--- config.mk ---
export PLATFORM = sky130hd
export DESIGN_NAME = register_scoreboard
export DESIGN_NICKNAME = d
export VERILOG_FILES = /design/src/rtl/register_scoreboard.sv
export SDC_FILE = /design/constraint.sdc
export NUM_CORES = 1
export LEC_CHECK = 0
export BUFFER_PORTS_ARGS = -buffer_cell sky130_fd_sc_hd__buf_2
export CELL_PAD_IN_SITES_DETAIL_PLACEMENT = 1
export CELL_PAD_IN_SITES_GLOBAL_PLACEMENT = 1
export CORE_MARGIN = 4
export CORE_UTILIZATION = 30
export DETAILED_ROUTE_END_ITERATION = 12
export HOLD_SLACK_MARGIN = 0.12
export PLACE_DENSITY = 0.62
export SLEW_MARGIN = 20
export SYNTH_ARGS = -nofsm -noshare
export SYNTH_HDL_FRONTEND = slang
export SYNTH_SLANG_ARGS = --single-unit
--- constraint.sdc ---
create_clock -name clk -period 4.3 [get_ports clk]
set_clock_uncertainty 0.2 [all_clocks]
set_input_delay 0.86 -clock clk [delete_from_list [all_inputs] [get_ports clk]]
set_output_delay 0.86 -clock clk [all_outputs]
set_load 0.05 [all_outputs]
--- src/rtl/register_scoreboard.sv ---
// Register/flags scoreboard for ID-stage interlocks over a 3-deep EX/MEM/WB window.
// Define SCOREBOARD_FORWARDING_EN to stall register sources only on a load still in EX.
module register_scoreboard (
    input  logic       clk,
    input  logic       rst,
    input  logic       issueValid,
    input  logic       issueWbEn,
    input  logic [3:0] issueDest,
    input  logic       issueMemRead,
    input  logic       issueSetsFlags,
    input  logic       flush,
    input  logic [3:0] src1,
    input  logic [3:0] src2,
    input  logic       src1Used,
    input  logic       src2Used,
    input  logic       readsFlags,
    input  logic       retireValid,
    input  logic       retireWbEn,
    input  logic [3:0] retireDest,
    input  logic       retireSetsFlags,
    output logic       hazard,
    output logic       issueAccepted,
    output logic       scoreboardError
);

    // {error, next_count}: saturate at 3, hold at 0, cancel on simultaneous inc/dec
    function automatic logic [2:0] step_count(input logic [1:0] cnt, input logic inc,
                                              input logic dec);
        logic [2:0] res;
        res = {1'b0, cnt};
        if (inc && !dec) begin
            if (cnt == 2'd3) res = {1'b1, cnt};
            else             res = {1'b0, cnt + 2'd1};
        end else if (dec && !inc) begin
            if (cnt == 2'd0) res = {1'b1, cnt};
            else             res = {1'b0, cnt - 2'd1};
        end
        return res;
    endfunction

    logic [15:0][1:0] cnt_all;
    logic [15:0]      reg_err;
    logic [1:0]       flags_cnt;
    logic [2:0]       flags_res;
    logic             err_q;
    logic             issue_fire;
    logic             retire_fire;
    logic             flags_hz;
    logic             reg_hz;

    assign issue_fire  = issueAccepted && issueWbEn;
    assign retire_fire = retireValid && retireWbEn;

    for (genvar g = 0; g < 16; g++) begin : g_reg
        logic [1:0] cnt;
        logic [2:0] res;
        assign res = step_count(cnt, issue_fire && (issueDest == 4'(g)),
                                retire_fire && (retireDest == 4'(g)));
        assign reg_err[g] = res[2];
        assign cnt_all[g] = cnt;
        always_ff @(posedge clk or posedge rst) begin
            if (rst) cnt <= '0;
            else     cnt <= res[1:0];
        end
    end

    assign flags_res = step_count(flags_cnt, issueAccepted && issueSetsFlags,
                                  retireValid && retireSetsFlags);

    always_ff @(posedge clk or posedge rst) begin
        if (rst) begin
            flags_cnt <= '0;
            err_q     <= 1'b0;
        end else begin
            flags_cnt <= flags_res[1:0];
            err_q     <= err_q | (|reg_err) | flags_res[2];
        end
    end

    assign flags_hz = readsFlags && (flags_cnt != 2'd0);

`ifdef SCOREBOARD_FORWARDING_EN
    logic       ex_load_valid;
    logic [3:0] ex_load_dest;

    // Only a load in EX cannot be forwarded; a stall loads a bubble here
    always_ff @(posedge clk or posedge rst) begin
        if (rst) begin
            ex_load_valid <= 1'b0;
            ex_load_dest  <= '0;
        end else begin
            ex_load_valid <= issue_fire && issueMemRead;
            ex_load_dest  <= issueDest;
        end
    end

    assign reg_hz = ex_load_valid && ((src1Used && (src1 == ex_load_dest)) ||
                                      (src2Used && (src2 == ex_load_dest)));
`else
    assign reg_hz = (src1Used && (cnt_all[src1] != 2'd0)) ||
                    (src2Used && (cnt_all[src2] != 2'd0));
`endif

    assign hazard          = reg_hz || flags_hz;
    assign issueAccepted   = issueValid && !hazard && !flush;
    assign scoreboardError = err_q;

endmodule

======== Word level (Yosys, flattened, before mapping) ========
Index checks and enable logic that the tools add are counted.
storage, ports and cells
  output and inout port bits .............. 3
  logic and storage cells ................. 379
  flip-flop bits (word level) ............. 35
operators by class
  eq/ne operators ......................... 81
  add/subtract/negate cells ............... 34
  bitwise operators ....................... 2
  multiplexer cells ....................... 72
  order comparisons ....................... 2
  reductions and logical operators ........ 170
operators by type and width
  operator               count
  $mux W3                68
  $logic_and A1 B1 Y1    75
  $ne A2 B2 Y1 const B   34
  $eq A4 B4 Y1 const B   16
  $reduce_and A3 Y1      17
  $reduce_bool A2 Y1     20
  $logic_not A1 Y1       36
  $add A2 B1 Y2 const B  17
  $eq A2 B2 Y1 const B   17
  $logic_not A2 Y1       17
  $sub A2 B1 Y2 const B  17
  $eq A4 B3 Y1 const B   8
  $bmux W2 S4            2
  $eq A4 B2 Y1 const B   4
  $reduce_or A16 Y1      1
  $lt A4 B5 Y1 const B   2
  $eq A4 B1 Y1 const B   2
  $logic_not A4 Y1       2
  $mux W2                2
  $logic_or A1 B1 Y1     2
  $or A1 B1 Y1           2

======== Longest topological paths before layout ========
  depth in word-level cells ............... 18
  gate-level depth with buffers ........... 13
  mapped depth without buffers ............ 11

======== Worst setup path before layout ========
Ideal clock, no wire load.
  path type ............................... in2out
  start ................................... input src2[0]
  end ..................................... output issueAccepted
  arrival time ............................ 2.836 ns
  slack ................................... 0.404 ns
  data required time ...................... 3.240 ns
  stages .................................. 6
  cell sequence ........................... buf_6 nor3_1 a31oi_1 o41ai_1 o41ai_2 nor3_1
on the way
  cells in the longest elaborated chain, start to end .. 9
ends and longest elaborated chain
  item                              RTL line  RTL
  from (decl)                       13        input logic [3:0] src2,
  $bmux W2 S4                       101       (src2Used && (cnt_all[src2] != 2'd0));
  $mux W2 (implied by the code)     101
  $reduce_bool A2 Y1                101
  $logic_and A1 B1 Y1               101
  $logic_or A1 B1 Y1                100       assign reg_hz = (src1Used && (cnt_all[src1] != 2'd0)) ||
  $logic_or A1 B1 Y1                104       assign hazard = reg_hz || flags_hz;
  $logic_not A1 Y1                  105       assign issueAccepted = issueValid && !hazard && !flush;
  $logic_and A1 B1 Y1 (2 in a row)  105
  to (decl)                         22        output logic issueAccepted,
Every way passes these cells. The select of a mux whose other input is x is not followed.

======== Worst setup path after layout ========
Ends and elaborated chain as after synthesis.

==> results.cfg <==
[grt]
grt_max_degree = 36
grtUsageTotal_pct = 17.3
grt_pass1_vias = 4291
antenna_found_initial = 0
grt.overflow.total = 0
grt_pass1_wl_mm = 22.3

[logic_synthesis]
synth_fa_ha_area_share_pct = 25.8
ys_ff_latch = 35
synth_top_family_by_area = simple AND/OR/NAND/NOR gates
synth_cell_type_count = 37
synth_area_leaders = ha_1, dfrtp_1, nor2_1
synth.net_count = 680
ys.flop_type = dfrtp_1
synthesis.area_mm2 = 0.00432
postSynthCellCount = 562
synth_edf_count = 0
synth_top_area_cell = ha_1
yosys.area.top_type_share_pct = 25.8
async_flop_share_pct = 100
synth_simple_gate_area_share_pct = 27.7
avgSynthCellArea_um2 = 7.69
yosysSeqAreaShare_pct = 20.3
synth.area.mux_share_pct = 2.69
synth_compound_area_share_pct = 17.4
synthXorXnorAreaFrac_pct = 0
synth_warnings = 0

[setup_path]
cpMostUsedCell = buf_2
cp.buffers_inverters = 3
start_kind = input port
timing.rr.end = scoreboardError
crit_slowest_cell = o41ai_2
worstRegToRegCells = 12
cp_max_fo = 7
slowest_delay_ns = 0.72
regToRegSetupSlack_ns = 0.61
required_ns = 3.24
end_kind = primary output
crit_type = input port to primary output
r2r_start = g_reg[5].cnt[1]
path_cells = buf_2 -> mux4_2 -> and3_4 -> o41ai_2 -> buf_4 -> nor3_1 -> buf_2
crit_family = compound AO/OA/AOI/OAI gates
critPathArrivalTime_ns = 3.05

[final_layout]
final_common_cell = ha_1
syn2layout_area_growth_pct = 14.9
drive_above_1_share_pct = 11.2
post-route-util_pct = 35.5
diodes = 0
fin_cells = 795
fin_nets = 732
final_cell_mix = ha_1, nor2_1, nand2_1
final_area_mm2 = 0.00497

[cts]
insertion_delay_ns = 0.30
post_cts_buffers = 0
cts_sinks = 35
h-tree-depth = 2
cts_resized = 0
cts_tree = yes
cts_inserted_buffers = 5
clock_path_buffers = 2
path_clk_slew_ns = 0.06
clockRootBuffer = clkbuf_16
cts_hold_buf = 0

[power_and_ir_drop]
p_leak_nw = 2.22
p_per_area_mw_per_mm2 = 329
worst_ir_drop_vdd_v = 0.000150
total_power_mw = 1.64

[timing]
setup_slack_ns = 0.195
holdWs_ns = 0.411
fmax_mhz = 244
tns_ns = 0
tightest_slew_ns = 0.769
fin_crit_ns = 4.11
finalHoldViolations = 0
rsz0062_at_grt = no
setup_violations = 0
finalCritPeriodShare_pct = 95.5
finalMaxSlewViolations = 0
relSlewSlack_pct = 48.1

[hold_path]
min_path_cells = 2
worstHoldStart = g_reg[1].cnt[0]
min_path_type = flop to flop
min_to = g_reg[1].cnt[0]

[status]
status = finished clean

[route]
drc_errors = 0
viasPerCell = 5.15
routed_wl_mm = 13.5
routedWlPerCell_um = 17.0
via_count = 4092
antenna_left = 0
dr.first_iter.drc_count = 190
drt_pass1_iterations = 4

[placement]
dpl-instance-area_mm2 = 0.00483
port_buffers = 30
hpwl_mm = 11.3
placed_cells_incl_taps = 787
place_congestion = 0.847
post-place-ws_ns = 0.0436

[floorplanning]
boundaryPins = 32
fp-row-count = 43
core-area_mm2 = 0.0140
die_h_um = 128
die_w_um = 128
design.die.area_mm2 = 0.0164
initial_core_util_pct = 30.9

[flow_run]
maxCapViolCount = 0
==> synthesized netlist by cell type, types with 4 or more instances <==
| library cell | count |
|---|---|
| nand2_1 | 61 |
| or3_1 | 6 |
| nand3_1 | 16 |
| nor3b_1 | 5 |
| a21oi_1 | 31 |
| nor3_1 | 27 |
| a22o_1 | 5 |
| nor2b_1 | 27 |
| a211oi_1 | 17 |
| clkbuf_1 | 4 |
| mux4_2 | 4 |
| ha_1 | 89 |
| o21ai_0 | 27 |
| nor2_1 | 75 |
| inv_1 | 57 |
| a22oi_1 | 18 |
| and3_1 | 14 |
| a221oi_1 | 6 |
| nand2b_1 | 9 |
| dfrtp_1 | 35 |
| nand4_1 | 4 |
==> logic make-up (layout without fill, tap and decap cells) <==
logic type / count (synthesis) / after routing
DFF: 35 / 35
adders and majority gates: 89 / 89
buffers and inverters: 67 / 120
and+or+nand+nor: 252 / 252
AOI/OAI and AO/OA: 114 / 114
muxes: 5 / 5
==> per-layer routing <==
| metal | GRT usage [%] | share of wire (%) | vias to the layer above |
|---|---|---|---|
| met5 | 0 | 0 | - |
| met4 | 5.87 | 2.1 | 0 |
| met3 | 2.04 | 1.3 | 16 |
| met2 | 31.3 | 51 | 24 |
| met1 | 21.1 | 46 | 1994 |
| li1 | - | - | 2058 |
==> report_power, final <==
part | internal, mW | leakage, nW | switching, mW | total, mW
sequential | 0.420 | 0.433 | 0.131 | 0.551
combinational | 0.288 | 1.72 | 0.415 | 0.703
clock | 0.215 | 0.0669 | 0.167 | 0.382
total | 0.922 | 2.22 | 0.713 | 1.64
==> how the worst max path moves through the flow <==
stage,start,endpoint,slack [ns],cells past startpoint
floorplan,src2[0],issueAccepted,0.40,6
global placement,src2[0],scoreboardError,0.11,10
detailed placement,src2[0],scoreboardError,0.04,15
CTS,src2[0],issueAccepted,0.19,7
global route,src2[0],scoreboardError,0.13,15
finish,src2[0],issueAccepted,0.19,7
==> registers in the layout (all words and copies together) (netlist names) <==
signal           flops
scoreboardError      1
g.cnt               32
flags_cnt            2
==> area by class of cell <==
type                    count  area [µm²]
multi-input cells         460        3180
well taps                 180         225
fillers                  1719        9020
clock inverters             2        12.5
flip-flops and latches     35         876
clock buffers               6         129
repair buffers             54         330
inverters                  58         218
==> worst min-delay path: stages (launching register included) <==
cell and delay [ns]:
dfrtp_1 0.40, nor2_1 0.07, a21oi_1 0.10
(Power assumes the default switching activity.)
